==> src/rtl/uLBC_pkg.sv <==
// Shared constants, FSM state type and inverse nibble-position table
// for the uLBC-128s permutation engines.
package uLBC_pkg;

  localparam int STATE_W = 128;
  localparam int NIB_N   = 32;

  typedef enum logic [1:0] {
    IDLE = 2'd0,
    RUN  = 2'd1,
    DONE = 2'd2
  } fsm_state_t;

  // INV_POS[j] = source nibble k, so out_nibble[j] = in_nibble[INV_POS[j]]
  localparam int INV_POS [0:NIB_N-1] = '{
    12, 25, 22,  7,  8, 17, 30,  3,
    16, 21,  2, 15, 24, 29,  6, 11,
    28,  1, 10, 19,  0, 13, 18, 23,
    20,  5, 14, 27,  4,  9, 26, 31
  };

endpackage

==> src/rtl/posperm_inv_iter_if.sv <==
// Request/result handshake bundle for the iterative inverse PosPerm engine.
interface posperm_inv_iter_if
  import uLBC_pkg::*;
#(
  parameter int ROUND_W = 6
);
  logic               in_valid;
  logic               in_ready;
  logic [STATE_W-1:0] in_data;
  logic [ROUND_W-1:0] in_rounds;
  logic               out_valid;
  logic               out_ready;
  logic [STATE_W-1:0] out_data;
  logic               abort;
  logic               busy;

  modport master (
    output in_valid, in_data, in_rounds, out_ready, abort,
    input  in_ready, out_valid, out_data, busy
  );

  modport slave (
    input  in_valid, in_data, in_rounds, out_ready, abort,
    output in_ready, out_valid, out_data, busy
  );
endinterface

==> src/rtl/posperm_inv.sv <==
// Purely combinational inverse nibble-position permutation of a 128-bit state.
module posperm_inv
  import uLBC_pkg::*;
(
  input  logic [STATE_W-1:0] in_data,
  output logic [STATE_W-1:0] out_data
);

  for (genvar gi = 0; gi < NIB_N; gi++) begin : g_nib
    assign out_data[4*gi +: 4] = in_data[4*INV_POS[gi] +: 4];
  end

endmodule

==> src/rtl/posperm_inv_iter.sv <==
// Iterative inverse PosPerm: accepts a state and round count, applies the
// inverse map once per clock, then presents the result until consumed.
module posperm_inv_iter
  import uLBC_pkg::*;
#(
  parameter int ROUND_W = 6
) (
  input  logic             clk,
  input  logic             rst_n,
  posperm_inv_iter_if.slave bus
);

  fsm_state_t         state_reg, state_next;
  logic [STATE_W-1:0] data_reg, data_next, data_inv;
  logic [ROUND_W-1:0] cnt_reg, cnt_next;

  posperm_inv u_inv (
    .in_data  (data_reg),
    .out_data (data_inv)
  );

  always_ff @(posedge clk or negedge rst_n) begin
    if (!rst_n) begin
      state_reg <= IDLE;
      data_reg  <= '0;
      cnt_reg   <= '0;
    end else begin
      state_reg <= state_next;
      data_reg  <= data_next;
      cnt_reg   <= cnt_next;
    end
  end

  // abort wins over both handshakes; the data register is left untouched on abort
  always_comb begin
    state_next = state_reg;
    data_next  = data_reg;
    cnt_next   = cnt_reg;
    unique case (state_reg)
      IDLE: begin
        if (!bus.abort && bus.in_valid) begin
          data_next  = bus.in_data;
          cnt_next   = bus.in_rounds;
          state_next = (bus.in_rounds == '0) ? DONE : RUN;
        end
      end
      RUN: begin
        if (bus.abort) begin
          state_next = IDLE;
        end else begin
          data_next = data_inv;
          cnt_next  = cnt_reg - ROUND_W'(1);
          if (cnt_reg == ROUND_W'(1)) begin
            state_next = DONE;
          end
        end
      end
      DONE: begin
        if (bus.abort || bus.out_ready) begin
          state_next = IDLE;
        end
      end
      default: state_next = IDLE;
    endcase
  end

  assign bus.in_ready  = (state_reg == IDLE);
  assign bus.out_valid = (state_reg == DONE);
  assign bus.busy      = (state_reg != IDLE);
  assign bus.out_data  = data_reg;

endmodule

==> src/flat_wrapper.sv <==
// flat-port wrapper written by rule: the top's interface ports become plain ports
module posperm_inv_iter_flat import uLBC_pkg::*;
#(
  parameter int ROUND_W = 6
)
  (clk, rst_n, bus_in_valid, bus_in_data, bus_in_rounds, bus_out_ready, bus_abort, bus_in_ready, bus_out_valid, bus_out_data, bus_busy);
  posperm_inv_iter_if #(.ROUND_W(ROUND_W)) bus_i ();
  input  logic clk;
  input  logic rst_n;
  input wire logic [$bits(bus_i.in_valid)-1:0] bus_in_valid;
  input wire logic [$bits(bus_i.in_data)-1:0] bus_in_data;
  input wire logic [$bits(bus_i.in_rounds)-1:0] bus_in_rounds;
  input wire logic [$bits(bus_i.out_ready)-1:0] bus_out_ready;
  input wire logic [$bits(bus_i.abort)-1:0] bus_abort;
  output wire logic [$bits(bus_i.in_ready)-1:0] bus_in_ready;
  output wire logic [$bits(bus_i.out_valid)-1:0] bus_out_valid;
  output wire logic [$bits(bus_i.out_data)-1:0] bus_out_data;
  output wire logic [$bits(bus_i.busy)-1:0] bus_busy;
  assign bus_i.in_valid = bus_in_valid;
  assign bus_i.in_data = bus_in_data;
  assign bus_i.in_rounds = bus_in_rounds;
  assign bus_i.out_ready = bus_out_ready;
  assign bus_i.abort = bus_abort;
  assign bus_in_ready = bus_i.in_ready;
  assign bus_out_valid = bus_i.out_valid;
  assign bus_out_data = bus_i.out_data;
  assign bus_busy = bus_i.busy;
  posperm_inv_iter #(.ROUND_W(ROUND_W)) u_core (.clk(clk), .rst_n(rst_n), .bus(bus_i));
endmodule
==> config.mk <==
export PLATFORM = sky130hd
export DESIGN_NAME = posperm_inv_iter_flat
export DESIGN_NICKNAME = d
export VERILOG_FILES = /design/src/rtl/uLBC_pkg.sv /design/src/rtl/posperm_inv_iter_if.sv /design/src/rtl/posperm_inv.sv /design/src/rtl/posperm_inv_iter.sv /design/src/flat_wrapper.sv
export SDC_FILE = /design/constraint.sdc
export NUM_CORES = 1
export LEC_CHECK = 0
export CAP_MARGIN = 20
export CORE_MARGIN = 2
export CORE_UTILIZATION = 35
export DETAILED_ROUTE_END_ITERATION = 8
export DONT_BUFFER_PORTS = 1
export PLACE_DENSITY = 0.5
export SLEW_MARGIN = 20
export SYNTH_ARGS = -nofsm -noshare
export SYNTH_HDL_FRONTEND = slang
export SYNTH_SLANG_ARGS = --single-unit
==> constraint.sdc <==
create_clock -name clk -period 2.6 [get_ports clk]
set_input_delay 0.13 -clock clk [delete_from_list [all_inputs] [get_ports clk]]
set_output_delay 0.13 -clock clk [all_outputs]
set_load 0.01 [all_outputs]
* Word-level counts from Yosys, hierarchy flattened
Cells that the tools add are included.
Storage, ports and cells: register bits 136, bits in latches 0, bits in writable memories 0, bits in read-only memories 0, input bits 139, output and inout bits 131, word-level logic and storage cells 35, memories 0
Cells by class: add/subtract/negate cells 1, multiply operators 0, divide/modulo/power cells 0, order comparisons 0, equality and inequality tests 7, shift-type cells 0, muxes and demuxes 12, bitwise logic cells 1, reductions and logical operators 10
Operators by type and width (number):
- case mux 128 bit (2 select lines) | 1
- 2-to-1 mux 128 bit | 1
- 2-to-1 mux 124 bit | 1
- 2-to-1 mux 6 bit | 2
- case mux 6 bit (2 select lines) | 1
- 2-to-1 mux 2 bit | 5
- AND reduction 3 bit | 3
- == test 6 x 1 -> 1 bit, second input constant | 1
- zero test 6 bit | 1
- case mux 2 bit (3 select lines) | 1
- subtractor 6 x 1 -> 6 bit, second input constant | 1
- != test 2 x 1 -> 1 bit, second input constant | 2
- nonzero test 2 bit | 2
- != test 3 x 2 -> 1 bit, second input constant | 1
- == test 2 x 1 -> 1 bit, second input constant | 1
- == test 2 bit, second input constant | 1
- zero test 2 bit | 1
- != test 2 bit, second input constant | 1
- logical AND 1 bit | 1
- zero test 1 bit | 1
- logical OR 1 bit | 1
- NOT 1 bit | 1

* Logic depth before layout (Yosys ltp)
Gate-level depths: netlist of the first run.
depth in word-level cells 4, gate-level depth with buffers 8, depth with buffers taken out 6

* By module
A second synthesis of the first run with hierarchy kept.
Second synthesis, totals: cell total of the unflattened synthesis 607, area total of the unflattened synthesis 8181.6 µm²
By module, submodules not included:
- posperm_inv_iter | times used 1, cells each 479, area an instance 7220.7 µm², sequential area each 3403.3 µm²
- posperm_inv | times used 1, cells each 128, area an instance 960.9 µm², sequential area each 0.0 µm²

* Worst setup path after synthesis of the first run
OpenSTA, ideal clock, no wires.
kind register to register, from register u_core.state_reg[1], to register u_core.data_reg[108], in the netlist u_core.bus.out_data[108], setup time 125 ps, arrival 1323 ps, data required time 2475 ps, slack 1152 ps, cell stages (with the launch flop) 5, buffers on the path 2, period minus slack after synthesis 1448 ps, cells stage by stage dfrtp_1 buf_6 nor3_4 buf_6 mux2_2
On the way: longest elaborated chain between the ends 3, elaborated cells on any way between the ends 5, those cells by class eq/ne (1); mux (1); bitwise (1); reduce/logical (2)
RTL lines:
- start, declared | line posperm_inv_iter.sv:13 | fsm_state_t state_reg, state_next;
- start signal, assigned | line posperm_inv_iter.sv:28 | state_reg <= state_next;
- == test 2 x 1 -> 1 bit | line posperm_inv_iter.sv:39 | unique case (state_reg)
- NOT 1 bit (no line)
- AND reduction 3 bit (no line)
- end signal, assigned | line posperm_inv_iter.sv:29 | data_reg <= data_next;
- end, declared | line posperm_inv_iter.sv:14 | logic [STATE_W-1:0] data_reg, data_next, data_inv;
Parallel ways exist; a longest one is shown, timed or not. The select of a mux whose other input is x is not followed. A chain may end at the register's enable or synchronous reset.

* Final worst setup path of the first run
from register u_core.state_reg[0], to register u_core.state_reg[1]
On the way: longest elaborated chain between the ends 3, elaborated cells on any way between the ends 8, those cells by class eq/ne (5); mux (1); reduce/logical (2)
RTL lines (line):
- == test 2 x 1 -> 1 bit, or another cell as far along | posperm_inv_iter.sv:39
- != test 3 x 2 -> 1 bit (no line) / != test 2 x 1 -> 1 bit (equally long branches)
- AND reduction 3 bit (no line)
Parallel ways exist; a longest one is shown, timed or not.

==> impl_metrics.yaml, run 1 <==
status:
  result_of_the_run: "complete, but fails checks"
  failed_checks: "hold timing"
clock_network:
  cts_sinks: 136
  cts_buffers: 17
  hold_buffers: 138
  clock_pin_slew_worst_setup_and_hold_paths_ns: 0.06
  cts_post_setup_buffers_inserted: 0
  cts-htree-levels: 4
  max-clock-path-buffers: 2
  postCtsResizedCells: 0
  tritoncts: "done"
  clk-insertion-delay-late_ns: 0.42
  root_buffer: "clkbuf_16"
yosys:
  synth-xor-area-share: 0
  synthAdderAreaFrac: 0.00399
  synth-seq-area-share: 0.543
  syn_avg_cell_area_sq_um: 8.79
  synthSimpleGateAreaFrac: 0.229
  syn-instance-count: 713
  synth_top_family_by_area: "simple AND/OR/NAND/NOR gates"
  synth.net_count: 854
  synth_area_sq_mm: 0.00627
  ys_ff_latch: 136
  ys.warnings.count: 0
  number_of_different_library_cells_in_the_post_synthesis_netlist: 33
  synth_compound_gate_area_share: 0.135
  synth_mux_area_frac: 0.0287
floorplan:
  floorplan.initialDensity: 0.360
  placement_rows: 48
  die_w_microns: 138
  design.die.area_sq_mm: 0.0190
  floorplan.core_area_sq_mm: 0.0174
  floorplan.die.height_microns: 138
  num_io_pins: 270
finish:
  final_cell_mix: "nand2_1 (226), dlygate4sd3_1 (138), dfrtp_1 (136)"
  layout.nets: 964
  fill_cells: 1616
  post_layout_nonfiller_instances: 1061
  max_ffs_per_register: 128
  most_common_library_cell_in_the_layout_ignoring_fill_and_taps: "nand2_1"
  drive_gt1_frac: 0.0778
  layout_overhead_on_the_synthesized_area_pct: 33.2
  num_antenna_cells: 0
worst_setup_path:
  r2r_slack_ns: 0.37
  crit_fanout: 20
  cp_slowest_stage_delay_ns: 0.60
  start_kind: "flip-flop"
  criticalPathCategory: "flip-flop to flip-flop"
  worst_path_max_delay_cell: "dlygate4sd3_1"
  reg2reg_to: "u_core.state_reg[1]"
  timing.critical_path.to_type: "flip-flop"
  timing.reg2reg.worst_path_depth: 5
  cp.arrival_ns: 2.58
  worst_setup_ep: "u_core.state_reg[1]"
  worst-endpoint-required_ns: 2.95
  worstPathCellList: "nor2b_4 > and3_1 > o22ai_1 > o41ai_1 > dlygate4sd3_1"
  cp-startpoint: "u_core.state_reg[0]"
  regToRegStartpoint: "u_core.state_reg[0]"
placement:
  place_inst: 891
  port_buffers: 0
  detailed_place_hpwl_microns: 11500
  dp_worst_setup_slack_ns: 0.730
  gp_routability_congestion: 0.764
job:
  cap_violations: 0
detailed_routing:
  wl_met2_microns: 8760
  remaining_drc_errors: 0
  route.detailed.vias_per_inst: 5.17
  detail_routed_net_length_per_standard_cell_microns: 16.7
  met1_length_microns: 7220
  antenna_violating_nets_post_route: 0
  routed-via-count: 5487
  detailedRoute.firstPassIterationCount: 5
  dr.first_iter.drc_count: 351
  met3_wire_length_microns: 1450
  route.final.wire_length_microns: 17700
  highest_layer: "met4"
timing:
  grt_setup_unrepaired: "no"
  worst-slew-pin-transition_ns: 0.813
  fin_worst_skew_ns: 0.0118
  final.min_clock_period_ns: 2.23
  totalNegativeSetupSlack_ns: 0
  setup_viol: 0
  fin_ws_ns: 0.371
  timing.fmax_ghz: 0.449
  final_max_slew_viol_count: 0
  hold_violation_count_in_the_final_report: 136
  worst_case_headroom_to_the_max_slew_limit: 0.456
  worst_hold_slack_ns: -0.592
  min_period_over_period: 0.857
grt:
  antenna_found_initial: 0
  grt_start_max_net_pins: 137
  number_of_global_route_vias_before_repair: 5299
  grt_overflow_total: 0
  globalRouteTotalUtil: 0.184
  global_route_wire_length_before_repair_microns: 27200
worst_hold_path:
  tightest_hold_check_type: "primary input to asynchronous set/reset pin"
pwr:
  power_per_cell_area_mw_per_mm2: 860
  leakagePower_nw: 3.53
  ir_worst_vdd_mv: 0.440
## routing by layer
metal	global-route usage	vias up
met2	0.297	208
met3	0.0644	20
li1	-	2622
met5	0	-
met1	0.227	2637
met4	0.0680	0
## area by class of cell
type	count	area (sq um)	area share
sequential	136	3400	0.408
multi-input combinational	517	2510	0.301
timing repair buffer	147	1510	0.181
clock buffer	18	439	0.0526
tap	225	282	0.0337
clock inverter	14	186	0.0223
inverter	4	15.0	0.00180
## worst max-delay path, delay by kind of cell, from the launching register on
family	cells	cell delay, ns
simple gates	2	0.79
buf+inv	1	0.60
compound gates	2	0.17
flops	1	0.59
## worst min-delay path by stage
stage          startpoint                       to  slack, ns  cells past startpoint
3_5_place_dp        rst_n        u_core.cnt_reg[0]      -0.16                      0
5_1_grt             rst_n  u_core.bus.out_data[88]      -0.63                      0
6_report            rst_n        u_core.cnt_reg[0]      -0.59                      0
3_3_place_gp        rst_n        u_core.cnt_reg[0]      -0.16                      0
2_1_floorplan       rst_n   u_core.bus.out_data[0]      -0.17                      0
4_1_cts             rst_n        u_core.cnt_reg[0]      -0.62                      0
## cells by family after synthesis
kind of cell / Yosys count
adders and majority gates: 2
DFF: 136
muxes: 16
and+or+nand+nor: 361
buffers and inverters: 60
AOI/OAI and AO/OA: 138
## cells in the mapped netlist (all sizes together)
cell type | number | area [sq um]
nor2 | 117 | 447
a21oi | 8 | 40.0
nand2 | 226 | 848
ha | 2 | 25.0
o22ai | 2 | 12.5
and3 | 2 | 12.5
o21a | 1 | 7.51
nor3 | 3 | 26.3
inv | 4 | 15.0
mux2 | 16 | 180
a31oi | 112 | 701
or4 | 1 | 11.3
o21ai | 11 | 55.1
nor2b | 1 | 6.26
o31ai | 2 | 15.0
o41ai | 1 | 8.76
nand3 | 3 | 15.0
nand2b | 4 | 32.5
buf | 54 | 353
dfrtp | 136 | 3400
nor4b | 2 | 23.8
and3b | 1 | 8.76
clkbuf | 2 | 7.51
a2bb2oi | 1 | 8.76
and2 | 1 | 6.26
## where the power goes
part           leakage [nW]  internal [mW]  switching [mW]
Clock                 0.306           1.56           0.996
Sequential             1.53           2.62           0.764
Combinational          1.70          0.595           0.648
## metrics by stage
stage	area (sq um)	power [mW]	hold slack (ns)	utilization
global placement	6340	4.44	-0.161	0.364
floorplan	6270	4.15	-0.166	-
finish	8350	7.18	-0.592	0.479
detailed placement	6340	4.50	-0.161	0.364
CTS	8350	7.26	-0.618	0.479
global route	8350	7.61	-0.628	0.479
No activity file was read; power rests on OpenSTA's default activity.
==> run 2: changes to the inputs <==
- CTS_BUF_LIST: default -> sky130_fd_sc_hd__clkbuf_4
- PLACE_DENSITY: 0.5 -> 0.51
==> run 2 against run 1 <==
  * Wire length barely moved
  * Critical endpoint is now u_core.bus.out_data[93]
  * Clock-buffer cell count rose by 2
  * Sequential power barely moved
  * Worst setup slack got worse by 0.14 ns
  * The flow still finishes with violations (hold timing)
  * Final cell count rose by 1.3%
  * Via count rose by 1.9%
  * Register-to-register slack got worse by 0.14 ns
  * Critical path type unchanged
  * Die area did not move
==> impl_metrics.yaml, run 2 (synthesized netlist as in run 1, its figures left out) <==
timing:
  worst_case_headroom_to_the_max_slew_limit: 0.477
  min_period_over_period: 0.910
  worst_hold_slack_ns: -0.708
  totalNegativeSetupSlack_ns: 0
  final_max_slew_viol_count: 0
  fin_ws_ns: 0.234
  worst-slew-pin-transition_ns: 0.782
  final.min_clock_period_ns: 2.37
  hold_violation_count_in_the_final_report: 136
  grt_setup_unrepaired: "no"
  timing.fmax_ghz: 0.423
  setup_viol: 0
  fin_worst_skew_ns: 0.0178
clock_network:
  cts_post_setup_buffers_inserted: 0
  clock_pin_slew_worst_setup_and_hold_paths_ns: 0.11
  root_buffer: "clkbuf_4"
  postCtsResizedCells: 0
  cts-htree-levels: 4
  max-clock-path-buffers: 2
  cts_sinks: 136
  cts_buffers: 17
  clk-insertion-delay-late_ns: 0.52
  hold_buffers: 155
  tritoncts: "done"
finish:
  layout.nets: 979
  drive_gt1_frac: 0.0695
  multi_input_comb_area_sq_mm: 0.00251
  ff_latch_area_sq_mm: 0.00340
  fill_cells: 1653
  final_cell_mix: "nand2_1 (226), dlygate4sd3_1 (155), dfrtp_1 (136)"
  final_design_area_no_fill_sq_mm: 0.00814
  post_layout_nonfiller_instances: 1075
  most_common_library_cell_in_the_layout_ignoring_fill_and_taps: "nand2_1"
  fin_util: 0.467
  max_ffs_per_register: 128
  layout_overhead_on_the_synthesized_area_pct: 29.8
worst_setup_path:
  cp.arrival_ns: 2.77
  start_kind: "flip-flop"
  criticalPathCategory: "flip-flop to flip-flop"
  worst-endpoint-required_ns: 3.01
  crit_fanout: 17
  worstPathCellList: "nor3_4 > mux2_2 > dlygate4sd3_1"
  timing.critical_path.to_type: "flip-flop"
  worst_path_max_delay_cell: "nor3_4"
  cp_slowest_stage_delay_ns: 0.71
detailed_routing:
  remaining_drc_errors: 0
  detail_routed_net_length_per_standard_cell_microns: 16.5
  routed-via-count: 5589
  dr.first_iter.drc_count: 304
  detailedRoute.firstPassIterationCount: 5
  route.detailed.vias_per_inst: 5.20
  route.final.wire_length_microns: 17700
  antenna_violating_nets_post_route: 0
pwr:
  switching_share: 0.362
  ir_worst_vdd_mv: 0.302
  comb_power_share: 0.221
  fin_total_pwr_mw: 6.05
  net-switching-power_mw: 2.19
  p_int_mw: 3.86
  power.clock.fraction: 0.221
  leakagePower_nw: 3.43
  seq_power_share: 0.559
  power_per_cell_area_mw_per_mm2: 743
job:
  cap_violations: 0
placement:
  dp_worst_setup_slack_ns: 0.716
  detailed_place_hpwl_microns: 11300
  gp_routability_congestion: 0.735
  port_buffers: 0
  place_inst: 889
  dpl-instance-area_sq_mm: 0.00633
grt:
  grt_overflow_total: 0
  antenna_found_initial: 1
  number_of_global_route_vias_before_repair: 5454
  globalRouteTotalUtil: 0.185
  global_route_wire_length_before_repair_microns: 27500
  grt_start_max_net_pins: 137
floorplan:
  placement_rows: 48
  design.die.area_sq_mm: 0.0190
  floorplan.core_area_sq_mm: 0.0174
  die_w_microns: 138
  floorplan.initialDensity: 0.360
  num_io_pins: 270
  floorplan.die.height_microns: 138
status:
  failed_checks: "hold timing"
  result_of_the_run: "complete, but fails checks"
worst_hold_path:
  tightest_hold_check_type: "primary input to asynchronous set/reset pin"
-- run 2: changes by cell type in the layout (fill, tap and decap cells not counted), sizes merged --
cell	change
buf	-2
clkinvlp	+1
diode	+1
inv	-6
clkbuf	+2
bufinv	-1
dlygate4sd3	+17
clkinv	+2
-- run 2: final timing paths --
check	cells after the start	endpoint	slack [ns]	startpoint
setup / recovery	3	u_core.bus.out_data[93]	0.23	u_core.state_reg[1]
hold / removal	0	u_core.bus.out_data[12]	-0.71	rst_n
setup reg to reg	3	u_core.bus.out_data[93]	0.23	u_core.state_reg[1]
hold reg to reg	1	u_core.cnt_reg[0]	0.57	u_core.cnt_reg[0]
max in group asynchronous	0	u_core.bus.out_data[119]	3.12	rst_n
min in group clk	2	u_core.cnt_reg[4]	0.11	bus_in_valid
-- run 2: layout make-up --
cell class | instances | share of cell area
diodes | 1 | 0.000307
clock buffers | 20 | 0.0184
clock inverters | 10 | 0.0131
inverters | 4 | 0.00184
multi-input cells | 517 | 0.309
flip-flops and latches | 136 | 0.418
well taps | 225 | 0.0346
repair buffers | 162 | 0.205
-- run 2: critical path, delay by kind of cell, from the launching register on --
family	cells	cell delay, ns
buffers and inverters	1	0.57
DFF	1	0.53
muxes	1	0.43
and+or+nand+nor	1	0.71
-- run 2: power groups by stage --
stage / Sequential (mW) / Combinational [mW] / Clock, mW
2_1_floorplan: 3.21 / 0.938 / 0
3_3_place_gp: 3.41 / 1.02 / 0
3_5_place_dp: 3.42 / 1.07 / 0
4_1_cts: 3.38 / 1.33 / 1.40
5_1_grt: 3.46 / 1.52 / 1.49
6_report: 3.38 / 1.33 / 1.33
-- run 2: per-layer routing --
layer	share of wire	vias up	GRT usage
li1	-	2644	-
met2	0.50	238	0.319
met3	0.092	20	0.0695
met1	0.39	2687	0.213
met4	0.012	0	0.0533
met5	0	-	0
